$ cat src/rtl/regfile_pkg.sv
// Shared constants and FSM encoding for the register-file write-port arbiter.
package regfile_pkg;
    localparam int REG_DATA_W = 32;
    localparam int REG_ADDR_W = 5;
    localparam int REG_COUNT  = 32;
    localparam int REG_ZERO   = 0;

    localparam logic [0:0] ST_CLEAR = 1'b0;
    localparam logic [0:0] ST_ARB   = 1'b1;
endpackage

$ cat src/rtl/rr_arbiter2.sv
// Two-way combinational arbiter: a lone valid wins; ties go to the requester
// not granted last (ptr_i = last grant), or always to req1 when FIXED_PRIORITY=1.
module rr_arbiter2 #(
    parameter int FIXED_PRIORITY = 0
) (
    input  logic valid0_i,
    input  logic valid1_i,
    input  logic ptr_i,
    output logic gnt0_o,
    output logic gnt1_o
);
    logic tie_pick1;

    generate
        if (FIXED_PRIORITY != 0) begin : g_fixed
            assign tie_pick1 = 1'b1;
        end else begin : g_rr
            assign tie_pick1 = ~ptr_i;
        end
    endgenerate

    assign gnt1_o = valid1_i & (~valid0_i | tie_pick1);
    assign gnt0_o = valid0_i & (~valid1_i | ~tie_pick1);
endmodule

$ cat src/rtl/regfile_write_arbiter.sv
// Owns the register-file write port: zero-sweep after reset, then arbitrates
// ALU (req0) and load (req1) writebacks. REGARB_SCOREBOARD_EN adds a busy scoreboard.
module regfile_write_arbiter
    import regfile_pkg::*;
#(
    parameter int DATA_WIDTH     = REG_DATA_W,
    parameter int ADDR_WIDTH     = REG_ADDR_W,
    parameter int NUM_REGS       = REG_COUNT,
    parameter int FIXED_PRIORITY = 0
) (
    input  logic                  clock,
    input  logic                  reset_n,
    input  logic                  req0_valid,
    output logic                  req0_ready,
    input  logic [ADDR_WIDTH-1:0] req0_addr,
    input  logic [DATA_WIDTH-1:0] req0_data,
    input  logic                  req1_valid,
    output logic                  req1_ready,
    input  logic [ADDR_WIDTH-1:0] req1_addr,
    input  logic [DATA_WIDTH-1:0] req1_data,
    output logic                  reg_write,
    output logic [ADDR_WIDTH-1:0] write_register,
    output logic [DATA_WIDTH-1:0] write_data,
    output logic                  clearing,
`ifdef REGARB_SCOREBOARD_EN
    input  logic                  sb_set_valid,
    input  logic [ADDR_WIDTH-1:0] sb_set_addr,
    output logic [NUM_REGS-1:0]   busy,
`endif
    output logic                  grant_id
);
    logic [0:0]            state_q, state_d;
    logic [ADDR_WIDTH-1:0] idx_q, idx_d;
    logic                  rr_q, rr_d;
    logic                  wr_q, wr_d;
    logic [ADDR_WIDTH-1:0] wreg_q, wreg_d;
    logic [DATA_WIDTH-1:0] wdata_q, wdata_d;
    logic                  gid_q, gid_d;

    logic                  in_arb, gnt0, gnt1, xfer;
    logic [ADDR_WIDTH-1:0] sel_addr;
    logic [DATA_WIDTH-1:0] sel_data;

    rr_arbiter2 #(.FIXED_PRIORITY(FIXED_PRIORITY)) u_arb (
        .valid0_i (req0_valid),
        .valid1_i (req1_valid),
        .ptr_i    (rr_q),
        .gnt0_o   (gnt0),
        .gnt1_o   (gnt1)
    );

    assign in_arb     = (state_q == ST_ARB);
    assign req0_ready = in_arb & gnt0;
    assign req1_ready = in_arb & gnt1;
    assign xfer       = req0_ready | req1_ready;
    assign sel_addr   = gnt1 ? req1_addr : req0_addr;
    assign sel_data   = gnt1 ? req1_data : req0_data;

    always_comb begin
        state_d = state_q;
        idx_d   = idx_q;
        rr_d    = rr_q;
        wr_d    = 1'b0;
        wreg_d  = wreg_q;
        wdata_d = wdata_q;
        gid_d   = gid_q;
        if (state_q == ST_CLEAR) begin
            wr_d    = 1'b1;
            wreg_d  = idx_q;
            wdata_d = '0;
            gid_d   = 1'b0;
            idx_d   = idx_q + 1'b1;
            if (idx_q == ADDR_WIDTH'(NUM_REGS - 1)) state_d = ST_ARB;
        end else if (xfer) begin
            rr_d = gnt1;
            // $zero writes are accepted but never reach the register file
            if (sel_addr != ADDR_WIDTH'(REG_ZERO)) begin
                wr_d    = 1'b1;
                wreg_d  = sel_addr;
                wdata_d = sel_data;
                gid_d   = gnt1;
            end
        end
    end

    always_ff @(posedge clock or negedge reset_n) begin
        if (!reset_n) begin
            state_q <= ST_CLEAR;
            idx_q   <= '0;
            rr_q    <= 1'b0;
            wr_q    <= 1'b0;
            wreg_q  <= '0;
            wdata_q <= '0;
            gid_q   <= 1'b0;
        end else begin
            state_q <= state_d;
            idx_q   <= idx_d;
            rr_q    <= rr_d;
            wr_q    <= wr_d;
            wreg_q  <= wreg_d;
            wdata_q <= wdata_d;
            gid_q   <= gid_d;
        end
    end

    assign reg_write      = wr_q;
    assign write_register = wreg_q;
    assign write_data     = wdata_q;
    assign grant_id       = gid_q;
    assign clearing       = (state_q == ST_CLEAR);

`ifdef REGARB_SCOREBOARD_EN
    logic [NUM_REGS-1:0] busy_q, busy_d;

    // clear first so a same-cycle set on the same register wins
    always_comb begin
        busy_d = busy_q;
        if (in_arb && xfer && sel_addr != ADDR_WIDTH'(REG_ZERO) && int'(sel_addr) < NUM_REGS)
            busy_d[sel_addr] = 1'b0;
        if (!clearing && sb_set_valid && sb_set_addr != ADDR_WIDTH'(REG_ZERO)
            && int'(sb_set_addr) < NUM_REGS)
            busy_d[sb_set_addr] = 1'b1;
    end

    always_ff @(posedge clock or negedge reset_n) begin
        if (!reset_n) busy_q <= '0;
        else          busy_q <= busy_d;
    end

    assign busy = busy_q;
`endif
endmodule

$ cat config.mk
export PLATFORM = sky130hd
export DESIGN_NAME = regfile_write_arbiter
export DESIGN_NICKNAME = d
export VERILOG_FILES = /design/src/rtl/regfile_pkg.sv /design/src/rtl/rr_arbiter2.sv /design/src/rtl/regfile_write_arbiter.sv
export SDC_FILE = /design/constraint.sdc
export NUM_CORES = 1
export LEC_CHECK = 0
export ABC_CLOCK_PERIOD_IN_PS = 1800
export CAP_MARGIN = 20
export CORE_MARGIN = 8
export CORE_UTILIZATION = 40
export DETAILED_ROUTE_END_ITERATION = 8
export GPL_ROUTABILITY_DRIVEN = 0
export PLACE_DENSITY_LB_ADDON = 0.15
export SLEW_MARGIN = 15
export SYNTH_ARGS = -nofsm -noshare
export SYNTH_HDL_FRONTEND = slang
export SYNTH_SLANG_ARGS = --single-unit
$ cat constraint.sdc
create_clock -name clock -period 1.8 [get_ports clock]
set_clock_uncertainty 0.05 [all_clocks]
set_input_delay 0.27 -clock clock [delete_from_list [all_inputs] [get_ports clock]]
set_output_delay 0.27 -clock clock [all_outputs]
set_load 0.005 [all_outputs]
==> results of run 1 <==
## cell families (layout without fill, tap and decap cells)
| logic type | count (synthesis) | after routing | share of synthesized area |
|---|---|---|---|
| adder cells (fa/ha/maj) | 2 | 2 | 0.0104 |
| flip-flops | 46 | 46 | 0.480 |
| buffers and inverters | 14 | 153 | 0.0386 |
| AO/OA/AOI/OAI | 17 | 17 | 0.0538 |
| multiplexers | 69 | 69 | 0.289 |
| AND/OR/NAND/NOR | 56 | 56 | 0.117 |
| XOR/XNOR | 3 | 3 | 0.0110 |
## worst max-delay path, delay by kind of cell
family	cells	cell delay [ns]
buffers and inverters	3	0.71
muxes	1	0.15
and+or+nand+nor	3	0.71
## cells in the mapped netlist (2+ instances only)
library cell / n / share of area
a21oi_1: 4 / 0.0084
a31o_1: 2 / 0.0073
a31oi_1: 2 / 0.0052
and3_1: 2 / 0.0052
buf_2: 2 / 0.0042
buf_8: 3 / 0.019
clkbuf_1: 6 / 0.0094
dfrtp_1: 46 / 0.48
ha_1: 2 / 0.010
inv_1: 2 / 0.0031
mux2_2: 2 / 0.0094
mux2i_1: 67 / 0.28
nand2_1: 37 / 0.058
nor2_1: 4 / 0.0063
nor2b_1: 2 / 0.0052
nor3_4: 2 / 0.014
o2bb2ai_1: 2 / 0.0073
xnor2_1: 3 / 0.011
## final cells by class
type	instances	area, um2	area share
sequential	46	1150	0.286
tap	75	93.8	0.0233
multi-input combinational	147	1180	0.293
clock buffer	6	82.6	0.0205
timing repair buffer	143	1450	0.361
inverter	2	7.51	0.00187
clock inverter	2	60.1	0.0149
## power breakdown
part	switching (W)	internal [W]
sequential	0.0000692	0.00115
clock	0.000331	0.000592
combinational	0.000297	0.000548
total	0.000697	0.00229
## what timing repair did
action,in CTS,in global routing
resized for setup,6,11
pin swaps,0,4
gates cloned,0,3
buffers inserted,0,1
endpoints found under the setup margin,2,12
endpoints found under the hold margin,18,0
hold buffers,1,0
## metal layers
layer | vias up | wire [um] | GRT usage
met1 | 1006 | 2900 | 0.173
met4 | 0 | 61 | 0.0483
met5 | - | 0 | 0
li1 | 1002 | - | -
met2 | 79 | 3400 | 0.252
met3 | 5 | 606 | 0.0601
## per-stage QoR
step	cell area, um2	hold WS (ns)	util	setup TNS, ns
final	4020	0.387	0.688	0
after global routing	4020	0.392	0.688	0
after CTS	3930	0.389	0.671	0
after detailed placement	3770	0.193	0.645	-9.24
after global placement	3770	0.200	0.645	-8.05
after floorplan	2400	-0.0756	-	0
## registers in the layout, indices dropped and copies added, names as in the netlist
signal	cells
grant_id	1
idx_q	5
in_arb	1
reg_write	1
rr_q	1
write_data	32
write_register	5
## worst min path at each step
stage,start,to,cells after the start
2_1_floorplan,reset_n,grant_id,0
3_3_place_gp,reset_n,reg_write,1
3_5_place_dp,reset_n,write_register[4],1
4_1_cts,req0_valid,rr_q,2
5_1_grt,req0_addr[0],write_register[0],4
6_report,req0_addr[0],write_register[0],4
==> results.md, run 1 <==
* Status: finished, final reports clean
* Syn-to-layout area delta at 67.8%
* Slowest-stage cell, CP: clkdlybuf4s50_1
* CORE AREA at between 5000 and 6000 um2
* Hpwl dp at around 5.4 mm
* Tcrit/Tclk final at 0.949
* Total vias in the final route at roughly 2,100
* Async SR Flop Fraction at 1.00
* Worst setup margin at 0.0918 ns
* Top-level I/O count at between 100 and 150
* DRC at 0
* CTS tree: done
* Gr usage total at 0.151
* Worst R2R Setup Slack at ~0.12 ns
* Mapped Cells at between 200 and 250
* Synth warn at 0
* Endpoints failing setup at 0
* Initial antenna violation count at 0
* Slew Limit Fails at 0
* Final total power at between 0.002 and 0.003 W
* First-pass GRT wire length at approximately 11 mm
* Power Density at roughly 740 nW/um2
* Commonest non-fill, non-tap cell in the layout: clkdlybuf4s50_1
* Largest net degree at the start of global routing at 30
* Setup crit start: req1_addr[1]
* Routed len/inst at 16.6 um
* Worst path most repeated cell: buf_12
* RR Endpoint: write_register[0]
* Critical Path AT at approximately 1.8 ns
* Root Buffer: clkbuf_8
* Cell Area, Synth at between 2000 and 2500 um2
* Rel. slew slack at 0.694
* Syn Nets at between 200 and 300
* Fin cells at 421
* Nets at around 430
* Post-layout min period at about 1.7 ns
* Post-synth EDFFs at 0
* Bufs on Longest Clock Path at 2
* Ant diodes at 0
* CP Class: input port to register
* Setup crit end: write_data[11]
* IO Port Bufs at ~120
* HP Class: input port to register
* Drt total wl at 6.97 mm
* Vias per inst at just under 5
* Detailed Routing Iterations Pass 1 at 6
* Max stage delay on crit path at ~0.42 ns
* CP Cell Sequence: clkdlybuf4s50_1, nor4_1, and3_1, nor3_4, buf_12, buf_12, mux2i_2
* Max FO, Critical Path at 11
* H-tree Lvls at 2
* Clk Latency, worst-skew pair at between 0.2 and 0.3 ns
* Share of cells above drive strength 1 at 0.130
* Die width at around 93 um
* Post-synthesis sequential area ratio at 0.480
* Crit. End Element: register
* Die height at 93.4 um
* Vias in the first global route at between 2,000 and 2,500
* Clock Sinks at 46
* Synthesized area per cell at between 10 and 15 um2
* Fillers at 467
* GRT Residual Overflow at 0
* Distinct cells, synth at 35
* Number of core rows at 28
* Remaining antenna violation count after routing at 0
* Area of the die at between 8000 and 9000 um2
* Max frequency at ~590 MHz
* Critical Path RT at ~1.9 ns
* Crit path launch type: input port
* Reg2Reg Launch Point: rr_q
* Flip-flop and latch count after synthesis at between 40 and 50
* Unrepaired setup endpoints after global routing: no
* Static leakage at 2.07 nW
* DP Worst Slack at -0.303 ns
* Most frequent cells in the layout: clkdlybuf4s50_1 (109), mux2i_1 (66), dfrtp_1 (46)
* Reg2reg path depth at 4
* Placed cells at ~400
* Primary FF master, synth: dfrtp_1
* Clock transition at path regs at 0.08 ns
* Maxcap violations at 0
* Slew at the pin closest to its max-slew limit at about 0.46 ns
* VDD IR max at 489 uV
* Number of DRC markers in iteration 0 at between 50 and 60
* Inserted Clock Buffers at 5
* Final hold viol count at 0
* Initial Util at 0.410
Note: power is estimated with default switching activity, not from simulation.
==> run 2: changes to the inputs <==
--- a/config.mk
+++ b/config.mk
@@ -5,10 +5,10 @@
 export SDC_FILE = /design/constraint.sdc
 export NUM_CORES = 1
 export LEC_CHECK = 0
-export ABC_CLOCK_PERIOD_IN_PS = 1800
+export ABC_CLOCK_PERIOD_IN_PS = 2000
 export CAP_MARGIN = 20
 export CORE_MARGIN = 8
-export CORE_UTILIZATION = 40
+export CORE_UTILIZATION = 43
 export DETAILED_ROUTE_END_ITERATION = 8
 export GPL_ROUTABILITY_DRIVEN = 0
 export PLACE_DENSITY_LB_ADDON = 0.15
==> constraint.sdc (replaced) <==
create_clock -name clock -period 2 [get_ports clock]
set_clock_uncertainty 0.05 [all_clocks]
set_input_delay 0.3 -clock clock [delete_from_list [all_inputs] [get_ports clock]]
set_output_delay 0.3 -clock clock [all_outputs]
set_load 0.005 [all_outputs]
==> results.md, run 2 (synthesis results as in run 1) <==
* Status: finished, final reports clean
* Crit. End Element: output pin
* CP Cell Sequence: a21boi_2, nor2_1, clkdlybuf4s50_1
* GRT Residual Overflow at 0 (unchanged)
* Clk Latency, worst-skew pair at 0.30 ns (about the same)
* Maxcap violations at 0 (unchanged)
* Top-level I/O count at 120 (unchanged)
* Clock Sinks at 46 (unchanged)
* Worst setup margin at 0.103 ns (+0.0108 ns)
* Remaining antenna violation count after routing at 0 (unchanged)
* Root Buffer: clkbuf_8
* Critical Path AT at 1.55 ns (-0.29 ns)
* Reg2reg path depth at 4 (unchanged)
* VDD IR max at 358 uV (-27%)
* Reg2Reg Launch Point: rr_q
* Most frequent cells in the layout: clkdlybuf4s50_1 (115), mux2i_1 (67), dfrtp_1 (46)
* Final total power at 0.00253 W (-15%)
* Fillers at 415 (-11%)
* Setup TNS at 0 ns (unchanged)
* Max stage delay on crit path at 0.47 ns (+0.05 ns)
* CP Class: register to output pin
* Ant diodes at 0 (unchanged)
* Share of cells above drive strength 1 at 0.0952 (-0.0348)
* Post-layout min period at roughly 1.9 ns
* Inserted Clock Buffers at 5 (unchanged)
* Hpwl dp at 5.26 mm (-2.3%)
* Area of the die at 8220 um2 (-5.8%)
* Gr usage total at 0.165 (+0.0139)
* Crit path launch type: register
* Syn-to-layout area delta at 61.3%
* Unrepaired setup endpoints after global routing: no
* Commonest non-fill, non-tap cell in the layout: clkdlybuf4s50_1
* Vias per inst at 4.98 (+0.28%)
* Number of DRC markers in iteration 0 at 62 (+6.9%)
* Max frequency at roughly 530 MHz
* Initial Util at 0.441 (+0.0310)
* Slew at the pin closest to its max-slew limit at 0.406 ns (-0.0536 ns)
* DP Worst Slack at -0.161 ns (+0.143 ns)
* Detailed Routing Iterations Pass 1 at 4 (-2)
* RR Endpoint: write_register[0]
* Static leakage at 1.95 nW (-5.5%)
* Die height at 90.7 um (-2.9%)
* Slew Limit Fails at 0 (unchanged)
* Max reg flops at 32 (unchanged)
* DRC at 0 (unchanged)
* Nets at 416 (-2.1%)
* Clock transition at path regs at 0.08 ns (about the same)
* Endpoints failing setup at 0 (unchanged)
* Total vias in the final route at 2,033 (-2.8%)
* Finished Cell Area at 3870 um2 (-3.9%)
* Die width at 90.7 um (-2.9%)
* Worst R2R Setup Slack at 0.33 ns (+0.21 ns)
* Rel. slew slack at 0.727 (+0.0332)
* HP Class: input port to asynchronous set/reset pin
* IO Port Bufs at 119 (unchanged)
* Vias in the first global route at 2,222 (+2.3%)
* Bufs on Longest Clock Path at 2 (unchanged)
* Power Density at 654 nW/um2 (-12%)
* Initial antenna violation count at 0 (unchanged)
* Critical Path RT at 1.65 ns (-0.28 ns)
* Number of core rows at 27 (-3.6%)
* Routed len/inst at 16.4 um (-0.94%)
* First-pass GRT wire length at 11.1 mm (+5.3%)
* H-tree Lvls at 2 (unchanged)
* Drt total wl at 6.69 mm (-4.0%)
* Placed Instance Area at 3740 um2 (-0.96%)
* Largest net degree at the start of global routing at 36 (+20%)
* CTS tree: done
* CORE AREA at 5440 um2 (-7.0%)
* Final hold viol count at 0 (unchanged)
* Slowest-stage cell, CP: clkdlybuf4s50_1
* Tcrit/Tclk final at 0.949
* Max FO, Critical Path at 4 (-7)
## run 2: cell count changes in the layout (fill, tap and decap cells not counted), sizes merged
cell | previous run | this run
buf | 23 | 15
dlygate4sd2 | 4 | 2
bufinv | 2 | 1
clkdlybuf4s50 | 109 | 115
clkbuf | 7 | 6
dlymetal6s2s | 5 | 1
## run 2: timing repair
item,CTS,global route
buffers inserted,1,0
setup endpoints to repair,2,1
hold buffers,1,0
resized for setup,2,1
gates cloned,0,0
endpoints found under the hold margin,11,0
## run 2: worst max-delay path by stage
| stage | from | to | slack, ns | cells past startpoint |
|---|---|---|---|---|
| floorplan | rr_q | write_register[0] | 0.40 | 4 |
| global placement | req1_valid | req1_ready | -0.13 | 4 |
| detailed placement | req1_valid | write_register[0] | -0.16 | 5 |
| CTS | rr_q | req1_ready | 0.03 | 3 |
| global route | rr_q | req0_ready | 0.03 | 3 |
| finish | rr_q | req0_ready | 0.10 | 3 |
## run 2: per-layer routing
layer | vias up | wire [um] | track usage
li1 | 984 | - | -
met1 | 967 | 2820 | 0.195
met2 | 75 | 3240 | 0.268
met3 | 7 | 534 | 0.0698
met4 | 0 | 90 | 0.0444
met5 | - | 0 | 0
## run 2: critical path: cells and delay by family (launching register included)
kind / cells / cell delay, ns
AO/OA/AOI/OAI: 1 / 0.26
AND/OR/NAND/NOR: 1 / 0.12
flip-flops: 1 / 0.42
buffers and inverters: 1 / 0.47
## run 2: stage by stage
stage               std cells  hold WS, ns  utilization
floorplan                 207      -0.0456            -
global placement          399        0.153        0.687
detailed placement        399        0.162        0.687
CTS                       408        0.361        0.710
global route              408        0.381        0.711
finish                    408        0.372        0.711
## run 2: layout make-up
| cell class | count | area, um2 | share of cell area |
|---|---|---|---|
| clock buffers | 6 | 82.6 | 0.0214 |
| clock inverters | 1 | 30.0 | 0.00777 |
| inverters | 2 | 7.51 | 0.00194 |
| multi-input cells | 147 | 1150 | 0.298 |
| flip-flops and latches | 46 | 1150 | 0.298 |
| well taps | 72 | 90.1 | 0.0233 |
| repair buffers | 134 | 1350 | 0.350 |
## run 2: report_power, final
part | internal [W] | leakage, nW | switching, W
sequential | 0.00104 | 0.545 | 0.0000607
combinational | 0.000478 | 1.35 | 0.000257
clock | 0.000400 | 0.0573 | 0.000297
total | 0.00191 | 1.95 | 0.000614
==> run 3: changes to the inputs <==
--- a/config.mk
+++ b/config.mk
@@ -9,6 +9,7 @@
 export CAP_MARGIN = 20
 export CORE_MARGIN = 8
 export CORE_UTILIZATION = 43
+export CTS_BUF_LIST = sky130_fd_sc_hd__clkbuf_16
 export DETAILED_ROUTE_END_ITERATION = 8
 export GPL_ROUTABILITY_DRIVEN = 0
 export PLACE_DENSITY_LB_ADDON = 0.15
==> results.md, run 3 (synthesis results as in run 1) <==
* Reg2Reg Launch Point: rr_q
* Number of core rows at 27 (unchanged)
* Initial Util at 0.441 (unchanged)
* Gr usage total at 0.168 (+0.00245)
* CP Class: register to output pin
* Final core occ at 0.719 (+0.00805)
* Die height at 90.7 um (unchanged)
* Vias in the first global route at 2,243 (+0.95%)
* Routed len/inst at 16.7 um (+1.8%)
* Initial antenna violation count at 0 (unchanged)
* CORE AREA at 5440 um2 (unchanged)
* CP top delay family: buffers and inverters
* Ant diodes at 0 (unchanged)
* First-pass GRT wire length at 11.3 mm (+1.2%)
* Hold_ws at 0.391 ns (+0.0187 ns)
* Number of DRC markers in iteration 0 at 56 (-9.7%)
* Detailed Routing Iterations Pass 1 at 4 (unchanged)
* Rel. slew slack at 0.631 (-0.0954)
* Worst setup margin at 0.0600 ns (-0.0426 ns)
* Top-level I/O count at 120 (unchanged)
* Root Buffer: clkbuf_16
* Unrepaired setup endpoints after global routing: no
* CP Cell Sequence: a21bo_2, nor2_1, clkdlybuf4s50_1
* Final hold viol count at 0 (unchanged)
* Drt total wl at 6.81 mm (+1.8%)
* Bufs on Longest Clock Path at 2 (unchanged)
* Most frequent cells in the layout: clkdlybuf4s50_1 (116), mux2i_1 (67), dfrtp_1 (46)
* Power Density at 701 nW/um2 (+7.2%)
* Fillers at 409 (-1.4%)
* Hpwl dp at 5.26 mm (unchanged)
* Status: finished, final reports clean
* VDD IR max at 453 uV (+26%)
* Clock Sinks at 46 (unchanged)
* Crit path launch type: register
* Syn-to-layout area delta at 63.1%
* CTS tree: done
* Slew at the pin closest to its max-slew limit at 0.548 ns (+0.142 ns)
* Area of the die at 8220 um2 (unchanged)
* Critical Path RT at 1.65 ns (about the same)
* Clock transition at path regs at 0.06 ns (-0.02 ns)
* Slowest-stage cell, CP: clkdlybuf4s50_1
* Finished Cell Area at 3910 um2 (+1.1%)
* Max stage delay on crit path at 0.53 ns (+0.06 ns)
* Largest net degree at the start of global routing at 36 (unchanged)
* HP Class: input port to asynchronous set/reset pin
* Number of buffer and inverter stages on the critical path at 1 (unchanged)
* Nets at 416 (unchanged)
* Slew Limit Fails at 0 (unchanged)
* Crit. End Element: output pin
* Max reg flops at 32 (unchanged)
* Post-layout min period at 1.94 ns (+0.0426 ns)
* DRC at 0 (unchanged)
* Die width at 90.7 um (unchanged)
* Placed Instance Area at 3740 um2 (unchanged)
* Tcrit/Tclk final at 0.970 (+0.0213)
* Clk Latency, worst-skew pair at 0.29 ns (about the same)
* Remaining antenna violation count after routing at 0 (unchanged)
* Total vias in the final route at 2,062 (+1.4%)
* DP Worst Slack at -0.161 ns (unchanged)
* Share of cells above drive strength 1 at 0.0923 (-0.00298)
* Maxcap violations at 0 (unchanged)
* H-tree Lvls at 2 (unchanged)
* Setup crit start: rr_q
* Commonest non-fill, non-tap cell in the layout: clkdlybuf4s50_1
* Critical Path AT at 1.59 ns (+0.04 ns)
* IO Port Bufs at 119 (unchanged)
* Vias per inst at 5.05 (+1.4%)
* Inserted Clock Buffers at 5 (unchanged)
* Static leakage at 1.96 nW (+0.42%)
* Max frequency at 515 MHz (-2.2%)
* Endpoints failing setup at 0 (unchanged)
* Max FO, Critical Path at 4 (unchanged)
* GRT Residual Overflow at 0 (unchanged)
-- run 3: cell count changes in the layout (fill, tap and decap cells not counted) --
cell / previous run / this run
clkbuf_8: 6 / 0
clkinv_1: 0 / 1
clkbuf_16: 0 / 5
dlymetal6s2s_1: 1 / 0
clkdlybuf4s50_1: 115 / 116
-- run 3: final cells by class --
type                    instances  area [um2]  area share
well taps                      72        90.1      0.0230
flip-flops and latches         46        1150       0.294
multi-input cells             147        1150       0.295
repair buffers                134        1350       0.345
clock inverters                 2        33.8     0.00864
clock buffers                   5         125      0.0320
inverters                       2        7.51     0.00192
-- run 3: path summary, 6_finish.rpt --
path	to	slack (ns)	cells past startpoint
max reg2reg	write_register[0]	0.29	4
min	reg_write	0.39	2
max	req1_ready	0.06	3
max in group asynchronous	write_data[10]	1.03	3
min reg2reg	idx_q[3]	0.44	1
min in group clock	rr_q	0.43	2
-- run 3: layer usage --
metal,track usage,wire [um],vias to the layer above
met5,0,0,-
met4,0.0541,82,0
met3,0.0615,523,8
met2,0.275,3350,74
met1,0.198,2860,993
li1,-,-,987
-- run 3: what timing repair did --
action                                  in CTS  in global routing
endpoints found under the setup margin       2                  1
gates resized for setup                      2                  0
buffers inserted                             0                  1
hold endpoints to repair                    11                  0
hold buffers                                 1                  0
-- run 3: through the flow --
stage / total power [W] / cells / TNS (ns)
after global placement: 0.00184 / 399 / -1.46
final: 0.00274 / 408 / 0
after floorplan: 0.00138 / 207 / 0
after detailed placement: 0.00186 / 399 / -3.21
after CTS: 0.00277 / 407 / 0
after global routing: 0.00288 / 408 / 0
-- run 3: worst reg2reg max path, delay by kind of cell, from the launching register on --
family	cells	cell delay, ns
AO/OA/AOI/OAI	2	0.62
flip-flops	1	0.42
AND/OR/NAND/NOR	2	0.49
-- run 3: report_power, final --
part | switching, W | internal (W) | leakage (nW)
Clock | 0.000328 | 0.000578 | 0.0773
Sequential | 0.0000615 | 0.00104 | 0.545
Combinational | 0.000258 | 0.000479 | 1.34
Total | 0.000647 | 0.00209 | 1.96
